==> src/rtl/adventure_game_ctrl.sv <==
// Room-sequencing controller for the adventure game: synchronises four direction
// buttons, walks the room map and drives one-hot room, sword/win/dead and a move counter.
module adventure_game_ctrl #(
    parameter int DEN_DWELL = 16,
    parameter int MOVE_W    = 8
) (
    input  logic              i_clk,
    input  logic              i_rst_n,
    input  logic              i_btn_n,
    input  logic              i_btn_s,
    input  logic              i_btn_e,
    input  logic              i_btn_w,
    input  logic              i_restart,
    output logic [8:0]        o_digit_data,
    output logic              o_sword,
    output logic              o_win,
    output logic              o_dead,
    output logic [MOVE_W-1:0] o_move_count
);

    localparam logic [2:0] ROOM_CAVE    = 3'd0;
    localparam logic [2:0] ROOM_TUNNEL  = 3'd1;
    localparam logic [2:0] ROOM_RIVER   = 3'd2;
    localparam logic [2:0] ROOM_STASH   = 3'd3;
    localparam logic [2:0] ROOM_DEN     = 3'd4;
    localparam logic [2:0] ROOM_VICTORY = 3'd5;
    localparam logic [2:0] ROOM_GRAVE   = 3'd6;

    localparam int DW = (DEN_DWELL > 1) ? $clog2(DEN_DWELL) : 1;

    // Button vectors are ordered {N, S, E, W} so the MSB has top priority.
    logic [3:0]        r_sync1;
    logic [3:0]        r_sync2;
    logic [3:0]        r_prev;
    logic [2:0]        r_room;
    logic [DW-1:0]     r_dwell;
    logic [8:0]        r_digit;
    logic              r_sword;
    logic              r_win;
    logic              r_dead;
    logic [MOVE_W-1:0] r_moves;

    logic [3:0]        w_press;
    logic              w_go_n;
    logic              w_go_s;
    logic              w_go_e;
    logic              w_go_w;
    logic [2:0]        w_room_next;
    logic [DW-1:0]     w_dwell_next;
    logic              w_sword_next;
    logic              w_move;

    assign w_press = r_sync2 & ~r_prev;
    assign w_go_n  = w_press[3];
    assign w_go_s  = w_press[2] & ~w_press[3];
    assign w_go_e  = w_press[1] & ~(|w_press[3:2]);
    assign w_go_w  = w_press[0] & ~(|w_press[3:1]);

    always_comb begin
        w_room_next  = r_room;
        w_dwell_next = r_dwell;
        w_sword_next = r_sword;
        w_move       = 1'b0;
        case (r_room)
            ROOM_CAVE: begin
                if (w_go_e) begin
                    w_room_next = ROOM_TUNNEL;
                    w_move      = 1'b1;
                end
            end
            ROOM_TUNNEL: begin
                if (w_go_s) begin
                    w_room_next = ROOM_RIVER;
                    w_move      = 1'b1;
                end else if (w_go_w) begin
                    w_room_next = ROOM_CAVE;
                    w_move      = 1'b1;
                end
            end
            ROOM_RIVER: begin
                if (w_go_n) begin
                    w_room_next = ROOM_TUNNEL;
                    w_move      = 1'b1;
                end else if (w_go_e) begin
                    w_room_next  = ROOM_DEN;
                    w_dwell_next = DW'(DEN_DWELL - 1);
                    w_move       = 1'b1;
                end else if (w_go_w) begin
                    w_room_next  = ROOM_STASH;
                    w_sword_next = 1'b1;
                    w_move       = 1'b1;
                end
            end
            ROOM_STASH: begin
                if (w_go_e) begin
                    w_room_next = ROOM_RIVER;
                    w_move      = 1'b1;
                end
            end
            ROOM_DEN: begin
                if (r_dwell == '0) begin
                    w_room_next = r_sword ? ROOM_VICTORY : ROOM_GRAVE;
                end else begin
                    w_dwell_next = r_dwell - 1'b1;
                end
            end
            default: ;
        endcase
        // Restart overrides everything, including a press arriving the same cycle.
        if (i_restart) begin
            w_room_next  = ROOM_CAVE;
            w_dwell_next = '0;
            w_sword_next = 1'b0;
            w_move       = 1'b0;
        end
    end

    always_ff @(posedge i_clk or negedge i_rst_n) begin
        if (!i_rst_n) begin
            r_sync1 <= '0;
            r_sync2 <= '0;
            r_prev  <= '0;
        end else begin
            r_sync1 <= {i_btn_n, i_btn_s, i_btn_e, i_btn_w};
            r_sync2 <= r_sync1;
            r_prev  <= r_sync2;
        end
    end

    always_ff @(posedge i_clk or negedge i_rst_n) begin
        if (!i_rst_n) begin
            r_room  <= ROOM_CAVE;
            r_dwell <= '0;
            r_digit <= 9'h001;
            r_sword <= 1'b0;
            r_win   <= 1'b0;
            r_dead  <= 1'b0;
            r_moves <= '0;
        end else begin
            r_room  <= w_room_next;
            r_dwell <= w_dwell_next;
            r_digit <= 9'd1 << w_room_next;
            r_sword <= w_sword_next;
            r_win   <= (w_room_next == ROOM_VICTORY);
            r_dead  <= (w_room_next == ROOM_GRAVE);
            if (i_restart) begin
                r_moves <= '0;
            end else if (w_move && (r_moves != '1)) begin
                r_moves <= r_moves + 1'b1;
            end
        end
    end

    assign o_digit_data = r_digit;
    assign o_sword      = r_sword;
    assign o_win        = r_win;
    assign o_dead       = r_dead;
    assign o_move_count = r_moves;

endmodule
==> config.mk <==
export PLATFORM = sky130hd
export DESIGN_NAME = adventure_game_ctrl
export DESIGN_NICKNAME = d
export VERILOG_FILES = /design/src/rtl/adventure_game_ctrl.sv
export SDC_FILE = /design/constraint.sdc
export NUM_CORES = 1
export LEC_CHECK = 0
export BUFFER_PORTS_ARGS = -buffer_cell sky130_fd_sc_hd__buf_4
export CAP_MARGIN = 15
export CELL_PAD_IN_SITES_DETAIL_PLACEMENT = 1
export CELL_PAD_IN_SITES_GLOBAL_PLACEMENT = 1
export CORE_AREA = 2 2 101 54
export CTS_CLUSTER_SIZE = 16
export DETAILED_ROUTE_END_ITERATION = 8
export DIE_AREA = 0 0 103 56
export PLACE_DENSITY_LB_ADDON = 0.1
export SLEW_MARGIN = 20
export SYNTH_ARGS = -nofsm -noshare
export SYNTH_HDL_FRONTEND = slang
export SYNTH_SLANG_ARGS = --single-unit
==> constraint.sdc <==
create_clock -name i_clk -period 2.31 [get_ports i_clk]
set_input_delay 0.1155 -clock i_clk [delete_from_list [all_inputs] [get_ports i_clk]]
set_output_delay 0.1155 -clock i_clk [all_outputs]
set_load 0.05 [all_outputs]
# After elaboration in Yosys (flattened, before gate mapping)

Cells that the tools add are included.

Bits in registers: 39
Latch bits: 0
Bits in writable memories: 0
Memory bits (read-only): 0
Input port bits: 7
Output and inout port bits: 20
Logic and storage cells: 75
Memories: 0

$add $sub $neg: 2
Multiply operators: 0
Div/mod/pow operators: 0
Magnitude comparators: 0
Equal/unequal tests: 12
Shift operators: 1
Mux-type cells: 30
Bitwise logic cells: 8
Reduce and logical (&&, ||, !) cells: 12

Operators with widths:

| operator                                            | number |
|---|---|
| two-way mux 3 bit                                   | 9 |
| two-way mux 4 bit                                   | 4 |
| two-way mux 8 bit                                   | 2 |
| case mux 3 bit (5 select lines)                     | 1 |
| two-way mux 1 bit                                   | 11 |
| equality test 3 bit, second input constant          | 3 |
| inequality test 3 bit, second input constant        | 3 |
| << shifter 1 x 3 -> 9 bit, first input constant     | 1 |
| adder 8 x 1 -> 8 bit, second input constant         | 1 |
| inequality test 8 bit, second input constant        | 1 |
| case mux 4 bit (2 select lines)                     | 1 |
| AND reduction 4 bit                                 | 2 |
| equality test 3 x 2 -> 1 bit, second input constant | 2 |
| nonzero test 2 bit                                  | 3 |
| AND 4 bit                                           | 1 |
| logical NOT 4 bit                                   | 1 |
| inequality test 2 bit, second input constant        | 2 |
| inverter 4 bit                                      | 1 |
| OR reduction 2 bit                                  | 2 |
| subtractor 4 x 1 -> 4 bit, second input constant    | 1 |
| AND 1 bit                                           | 3 |
| equality test 3 x 1 -> 1 bit, second input constant | 1 |
| logical NOT 3 bit                                   | 1 |
| inverter 1 bit                                      | 3 |
| 5 further kinds                                     | 5 |

# Depth between registers and ports, before layout

Gate-level depths: netlist of run 1.

Depth after elaboration: 13
Mapped depth: 9

# Worst setup path before layout of run 1

Ideal clock, no wire load.

Kind: flip-flop to flip-flop
Start point: reg r_moves[0], in the netlist o_move_count[0]
End point: reg r_moves[4], in the netlist o_move_count[4]
Setup time: 0.078 ns
Arrival: 2.045 ns
Path slack: 0.187 ns
Cell stages (with the launch flop): 7
Buffers on the path: 1
Clock period less this slack: 2.123 ns
Path through: dfrtp_1 ha_1 and3_1 a311o_1 buf_6 or3_1 a21oi_1

Cells in the longest elaborated chain, start to end: 3
Elaborated cells between the ends (all ways): 6
Those cells by class: add/sub: 1; eq/ne: 1; mux: 2; reduce/logical: 2

Ends and longest elaborated chain:

| element                                                       | line     | RTL |
|---|---|---|
| start: declaration                                            | 41       | `logic [MOVE_W-1:0] r_moves;` |
| start signal: assignment                                      | 149      | `r_moves <= r_moves + 1'b1;` |
| adder 8 x 1 -> 8 bit or inequality test 8 bit (tied branches) | 149, 148 |  |
| two-way mux 8 bit or logical AND 1 bit (tied branches)        | 148      | `end else if (w_move && (r_moves != '1)) begin` |
| two-way mux 8 bit or nonzero test 2 bit (tied branches)       | -        |  |

Several ways; a longest one is shown, not always the timed one. The select of a mux whose other input is x is not followed.
A chain may end at the register's enable or synchronous reset.

# Final worst setup path of run 1

Start point: reg r_dwell[0]
End point: reg r_digit[2], in the netlist o_digit_data[2]

Cells in the longest elaborated chain, start to end: 5

Ends and longest elaborated chain:

| element                         | line | RTL |
|---|---|---|
| start: declaration              | 36   | `logic [DW-1:0] r_dwell;` |
| start signal: assignment        | 141  | `r_dwell <= w_dwell_next;` |
| logical NOT 4 bit               | 101  | `if (r_dwell == '0) begin` |
| two-way mux 3 bit               | 101  |  |
| case mux 3 bit (5 select lines) | 64   | `case (r_room)` |
| two-way mux 3 bit               | 110  | `if (i_restart) begin` |
| net w_room_next[0]              | 48   | `logic [2:0] w_room_next;` |
| << shifter 1 x 3 -> 9 bit       | 142  | `r_digit <= 9'd1 << w_room_next;` |
| end signal: assignment          | 142  |  |
| end: declaration                | 37   | `logic [8:0] r_digit;` |

The timed path passes the listed nets, and every way through them passes these cells.

==> summary.txt, run 1 <==
Synthesis
  • Seq cells post-synth: 36
  • Fraction of registers with async set/reset: 1.00
  • Synth Net Count: approximately 160
  • Unique masters post-synth: 44
  • Most frequent cell after synthesis: dfrtp_1
  • Top cells by area, synth: dfrtp_1 53%, a21oi_1 3.6%, ha_1 2.3%
  • Post-Synthesis Cells: 154
  • Synth top cells by count: 35 x dfrtp_1, 12 x a21oi_1, 8 x nor2_1
  • Post-synth top area cell: dfrtp_1
  • Ys flop type: dfrtp_1
  • Post-synth EDFFs: 0
  • Post-synthesis area per instance: 10.7 um^2
  • Synth Warn #: 0
  • Post-synthesis cell area: 1650 um^2
  • Share of the synthesized area in the top cell type: 0.532
  • Seq/Total Area, Yosys: 0.548

GRT
  • Largest net degree at the start of global routing: 37
  • Vias in the first global route: 1,282
  • First-pass GRT wire length: 6310 um
  • Gr usage total: 0.144
  • GRT overflow: 0
  • Initial antenna violation count: 0

Timing
  • Final worst path period share: 0.928
  • Final setup viols: 0
  • Worst slew margin: 0.612
  • Fmax achieved: 467 MHz
  • Slew Limit Fails: 0
  • Worst Tran Pin Value: between 0.5 and 0.6 ns
  • Worst setup margin: 0.167 ns
  • Clock Skew: about 0.0031 ns
  • Final min period: 2.14 ns
  • Final Hold Fails: 0

Critical path
  • Crit Path Class: reg2reg
  • Buf/Inv on CP: 2
  • Largest fanout on the critical path: 7
  • WP data required: ~2.5 ns
  • Slowest-stage cell, CP: dfrtp_1
  • Arrival time at the worst endpoint: 2.30 ns
  • Top delay family on crit path: compound AO/OA/AOI/OAI gates
  • Crit-path cells: inv_1, ha_1, or3b_4, o2bb2a_1, o41ai_1, a31oi_1, a21oi_2, buf_4, nor3_1
  • CP Launch Type: flip-flop
  • Crit path capture type: flip-flop
  • CP peak stage delay: 0.40 ns

Status
  • Status: finished clean

Clock tree
  • Root cell of the clock tree: clkbuf_8
  • CTS max path bufs: 2
  • CTS H-tree lvls: 2
  • CTS tree: built
  • Clock-pin slew on the worst setup and hold paths: around 0.07 ns
  • CTS sink cnt: 36
  • Total CTS buffers: 5
  • Clock Latency Late Sink: 0.29 ns

Die
  • Starting Density: 0.342
  • Die ar.: 5770 um^2
  • Core area: 4820 um^2
  • Boundary Pins: 27
  • Rows: 18
  • Chip height: 56 um
  • Die width: 103 um

Place
  • Hpwl dp: 2580 um
  • Placer Congestion: 0.787
  • Pre-CTS setup slack: 0.108 ns
  • Cells after DPL: around 240
  • PortBufs: 25

Power
  • Seq pwr share: 0.504
  • VDD IR-drop max: 0.318 mV
  • Internal Power: 0.953 mW
  • Clock power frac: 0.327
  • Lkg Pwr: 0.931 nW
  • Switching share of total power: 0.294
  • Switching pwr: slightly below 0.4 mW
  • Comb power frac: 0.169
  • Power per Cell Area: 655 nW/um^2

Route
  • DR iter-0 viols: 52
  • Post-DRT Antenna Nets: 0
  • Vias: 1,260
  • Vias per cell: 4.90
  • Drt first pass iters: 4
  • Drc violations: 0
  • Final WL: 3640 um
  • Routed len/inst: 14.2 um

Finish
  • Final std cells w/o fill: 257
  • Share of post-route cells with drive strength above 1: 0.257
  • Antenna cells: 0
  • Fin nets: 196
  • Area Growth Syn to Fin: 25.3%

Min path
  • Hold crit path type: in2reg

Flow run
  • Max_cap viols: 0
logic make-up after synthesis:
logic type	share of synthesized area
adder cells (fa/ha/maj)	0.0228
AND/OR/NAND/NOR	0.210
AO/OA/AOI/OAI	0.150
flip-flops	0.548
other	0.00228
buffers and inverters	0.0486
multiplexers	0.0137
XOR/XNOR	0.00532
cell usage in the layout (no fill, tap or decap), types with 3 or more instances in the layout:
cell            n
nand3_1         4
nand2_1         7
clkbuf_8        5
a22o_1          3
dfrtp_1        35
ha_1            3
o21ai_0         7
and3_1          5
nor2_1          8
nor2b_1         3
buf_4          29
nor3_1          6
a21oi_1        12
dlygate4sd3_1   5
nand2b_1        6
or3_1           4
inv_1           6
what timing repair did:
item / 4_1_cts / 5_1_grt
hold endpoints to repair: 39 / 0
endpoints found under the setup margin: 0 / 7
hold buffers: 5 / 0
buffers inserted: 0 / 1
resized for setup: 0 / 6
flip-flops by register name, summed over array words and instances, names as in the netlist:
name	flops
r_sync2	4
r_sync1	4
r_dwell	4
o_sword	1
o_move_count	8
o_win	1
o_digit_data	7
r_room	3
r_prev	4
per-stage QoR:
stage | utilization | cell area (um^2) | total power [mW] | hold slack, ns | setup TNS [ns]
final | 0.428 | 2060 | 1.35 | 0.148 | 0
after floorplan | - | 1650 | 0.838 | -0.180 | 0
after CTS | 0.421 | 2030 | 1.36 | 0.141 | 0
after global placement | 0.392 | 1890 | 0.903 | 0.101 | 0
after global routing | 0.428 | 2060 | 1.43 | 0.165 | -0.0126
after detailed placement | 0.392 | 1890 | 0.906 | 0.108 | 0
final cells by class:
type,instances,area [um^2]
Tap cell,70,87.6
Sequential cell,36,902
Timing Repair Buffer,34,268
Multi-Input combinational cell,102,692
Clock inverter,3,18.8
Inverter,7,26.3
Fill cell,569,2760
Clock buffer,5,68.8
routing by layer:
layer	global-route usage	up-vias	part of all wire
met5	0	-	0
met4	0.0508	0	0.015
met3	0.0465	6	0.045
met2	0.200	22	0.43
met1	0.209	622	0.51
li1	-	610	-
path summary, 6_finish.rpt:
kind | slack (ns) | endpoint | cells after the start | startpoint
worst max register to register | 0.17 | o_digit_data[2] | 9 | r_dwell[0]
worst max-delay path | 0.17 | o_digit_data[2] | 9 | r_dwell[0]
worst min-delay path | 0.15 | o_move_count[6] | 2 | i_restart
max in group asynchronous | 1.63 | o_digit_data[0] | 2 | i_rst_n
worst min register to register | 0.35 | r_sync2[1] | 0 | r_sync1[1]
min in group asynchronous | 0.33 | o_move_count[6] | 2 | i_rst_n
power by group through the flow:
stage | clock network [mW] | registers [mW] | logic, mW
5_1_grt | 0.495 | 0.686 | 0.251
3_3_place_gp | 0 | 0.693 | 0.210
2_1_floorplan | 0 | 0.729 | 0.109
4_1_cts | 0.457 | 0.682 | 0.220
6_report | 0.441 | 0.681 | 0.228
3_5_place_dp | 0 | 0.693 | 0.213
Note: power is estimated with default switching activity, not from simulation.
==> run 2: changes to the inputs <==
--- a/config.mk
+++ b/config.mk
@@ -9,10 +9,10 @@
 export CAP_MARGIN = 15
 export CELL_PAD_IN_SITES_DETAIL_PLACEMENT = 1
 export CELL_PAD_IN_SITES_GLOBAL_PLACEMENT = 1
-export CORE_AREA = 2 2 101 54
+export CORE_AREA = 2 2 61 87
 export CTS_CLUSTER_SIZE = 16
 export DETAILED_ROUTE_END_ITERATION = 8
-export DIE_AREA = 0 0 103 56
+export DIE_AREA = 0 0 63 89
 export PLACE_DENSITY_LB_ADDON = 0.1
 export SLEW_MARGIN = 20
 export SYNTH_ARGS = -nofsm -noshare
==> run 2 against run 1 <==
Net effect:
- sequential share of layout area shrank 0.053 points
- power is 8.3% higher
- largest power group unchanged
- die area fell by 2.8%
- utilization increased by 0.52 points
- clock-buffer cell count stayed put
- clock skew is 0.0049 ns higher
- largest cell class unchanged
- flip-flop and latch count unchanged
==> summary.txt, run 2 (synthesis gave the netlist of run 1 again) <==
Finish
  • Area Growth Syn to Fin: 25.5% (was 25.3%)
  • Final Util: 0.433 (was 0.428)
  • Max reg flops: 8 (unchanged)
  • Most frequent cells in the layout: 35 x dfrtp_1, 28 x buf_4, 12 x a21oi_1, 8 x nor2_1 (was 35 x dfrtp_1, 29 x buf_4, 12 x a21oi_1, 8 x nor2_1)
  • # fillers: 546 (was 569)
  • Register area: 902 um^2 (unchanged)
  • Share of post-route cells with drive strength above 1: 0.253 (was 0.257)
  • Fin nets: 195 (was 196)
  • Final std cells w/o fill: 250 (was 257)
  • Antenna cells: 0 (unchanged)
  • Most common cell after layout, fill and taps aside: dfrtp_1 (unchanged)
  • Area of the multi-input gates: 682 um^2 (was 692 um^2)

Min path
  • Hold Path Stages: 2 (unchanged)
  • Hold crit path type: in2reg (unchanged)
  • Worst min-delay path endpoint: o_move_count[1] (was o_move_count[6])
  • HP Start: i_restart (unchanged)

Route
  • DR iter-0 viols: 55 (was 52)
  • Met3 WL: 124 um (was 164 um)
  • Metal-1 WL: 1540 um (was 1870 um)
  • Vias per cell: 5.21 (was 4.90)
  • Post-DRT Antenna Nets: 0 (unchanged)
  • Routed len/inst: 15.1 um (was 14.2 um)
  • Drc violations: 0 (unchanged)
  • Drt first pass iters: 4 (unchanged)
  • Vias: 1,302 (was 1,260)
  • Routed wl met2: 2050 um (was 1550 um)
  • Final WL: 3780 um (was 3640 um)
  • DR top layer: met4 (unchanged)

Die
  • Boundary Pins: 27 (unchanged)
  • Die width: 63 um (was 103 um)
  • Rows: 30 (was 18)
  • Die ar.: 5610 um^2 (was 5770 um^2)
  • Starting Density: 0.345 (was 0.342)
  • Core area: 4770 um^2 (was 4820 um^2)
  • Chip height: 89 um (was 56 um)

Clock tree
  • Clock Latency Late Sink: 0.29 ns (about the same)
  • CTS max path bufs: 2 (unchanged)
  • Root cell of the clock tree: clkbuf_8 (unchanged)
  • Total CTS buffers: 5 (unchanged)
  • Clock-pin slew on the worst setup and hold paths: 0.08 ns (was 0.07 ns)
  • CTS tree: built (unchanged)
  • CTS H-tree lvls: 2 (unchanged)
  • CTS sink cnt: 36 (unchanged)

Power
  • Switching pwr: 0.400 mW (was 0.398 mW)
  • Switching share of total power: 0.274 (was 0.294)
  • Internal Power: 1.06 mW (was 0.953 mW)
  • Lkg Pwr: 0.923 nW (was 0.931 nW)
  • Comb power frac: 0.150 (was 0.169)
  • VDD IR-drop max: 0.297 mV (was 0.318 mV)
  • Clock power frac: 0.383 (was 0.327)
  • Seq pwr share: 0.467 (was 0.504)
  • Power per Cell Area: 708 nW/um^2 (was 655 nW/um^2)

Timing
  • Fmax achieved: 463 MHz (was 467 MHz)
  • Setup TNS: 0 ns (unchanged)
  • Hold slack final: 0.150 ns (was 0.148 ns)
  • Worst setup margin: 0.150 ns (was 0.167 ns)
  • Clock Skew: 0.00806 ns (was 0.00313 ns)
  • Final setup viols: 0 (unchanged)
  • Worst Tran Pin Value: 0.579 ns (about the same)
  • Final Hold Fails: 0 (unchanged)
  • Final worst path period share: 0.935 (was 0.928)
  • Final min period: 2.16 ns (was 2.14 ns)
  • Worst slew margin: 0.612 (about the same)
  • RSZ-0062 raised after global routing: false
  • Slew Limit Fails: 0 (unchanged)

GRT
  • First-pass GRT wire length: 6740 um (was 6310 um)
  • GRT overflow: 0 (unchanged)
  • Largest net degree at the start of global routing: 37 (unchanged)
  • Initial antenna violation count: 0 (unchanged)
  • Gr usage total: 0.154 (was 0.144)
  • Vias in the first global route: 1,459 (was 1,282)

Critical path
  • FF-to-FF setup slack: 0.15 ns (was 0.17 ns)
  • CP peak stage delay: 0.49 ns (was 0.40 ns)
  • Crit-path cells: nor2b_2, o21ai_1, a311oi_1, a311o_2, nor4_1, mux2_1 (was inv_1, ha_1, or3b_4, o2bb2a_1, o41ai_1, a31oi_1, a21oi_2, buf_4, nor3_1)
  • RR Startpoint: r_sync2[1] (was r_dwell[0])
  • Crit path capture type: flip-flop (unchanged)
  • Largest fanout on the critical path: 14 (was 7)
  • Crit Path Class: reg2reg (unchanged)
  • Slowest-stage cell, CP: a311o_2 (was dfrtp_1)
  • Reg2Reg Depth: 6 (was 9)
  • CP Launch Type: flip-flop (unchanged)
  • RR Endpoint: o_move_count[5] (was o_digit_data[2])
  • Arrival time at the worst endpoint: 2.33 ns (was 2.30 ns)
  • WP data required: 2.48 ns (was 2.47 ns)

Status
  • Status: finished clean (unchanged)

Place
  • Hpwl dp: 2750 um (was 2580 um)
  • Cells after DPL: 236 (was 243)
  • Placer Congestion: 0.809 (was 0.787)
  • PortBufs: 25 (unchanged)
  • Pre-CTS setup slack: 0.0981 ns (was 0.108 ns)

Flow run
  • Max_cap viols: 0 (unchanged)
run 2: through the flow:
step	area (um^2)	power, mW
after floorplan	1650	0.838
after global placement	1880	0.898
after detailed placement	1880	0.903
after CTS	2040	1.48
after global routing	2070	1.54
final	2070	1.46
run 2: power groups by stage:
stage | Sequential, mW | Combinational, mW | Clock (mW)
5_1_grt | 0.688 | 0.241 | 0.608
6_report | 0.683 | 0.220 | 0.560
3_5_place_dp | 0.695 | 0.208 | 0
4_1_cts | 0.683 | 0.216 | 0.586
2_1_floorplan | 0.729 | 0.109 | 0
3_3_place_gp | 0.693 | 0.204 | 0
run 2: timing repair:
action / in CTS / in global routing
endpoints found under the hold margin: 39 / 0
setup endpoints to repair: 0 / 5
hold buffers: 5 / 0
buffers inserted: 0 / 1
gates resized for setup: 0 / 5
run 2: layer usage:
layer	vias up	global-route usage
met5	-	0
li1	609	-
met3	6	0.0428
met2	24	0.289
met1	663	0.162
met4	0	0.0687
run 2: final cells by class:
cell class              count  share of cell area
clock buffers               5              0.0333
clock inverters             3              0.0224
inverters                   7              0.0127
multi-input cells         102               0.330
flip-flops and latches     36               0.437
well taps                  64              0.0388
repair buffers             33               0.126
run 2: worst max-delay path by stage:
stage,startpoint,endpoint,slack [ns],cells past startpoint
after global placement,r_sync2[3],o_move_count[7],0.12,6
final,r_sync2[1],o_move_count[5],0.15,6
after floorplan,o_move_count[0],o_move_count[4],0.19,6
after detailed placement,r_sync2[1],o_move_count[5],0.1,6
after global routing,r_dwell[0],o_win,0.005,9
after CTS,r_sync2[1],o_move_count[5],0.06,6
run 2: critical path: cells and delay by family (launching register included):
kind / cells / cell delay, ns
multiplexers: 1 / 0.36
AO/OA/AOI/OAI: 3 / 0.84
flip-flops: 1 / 0.40
AND/OR/NAND/NOR: 2 / 0.43
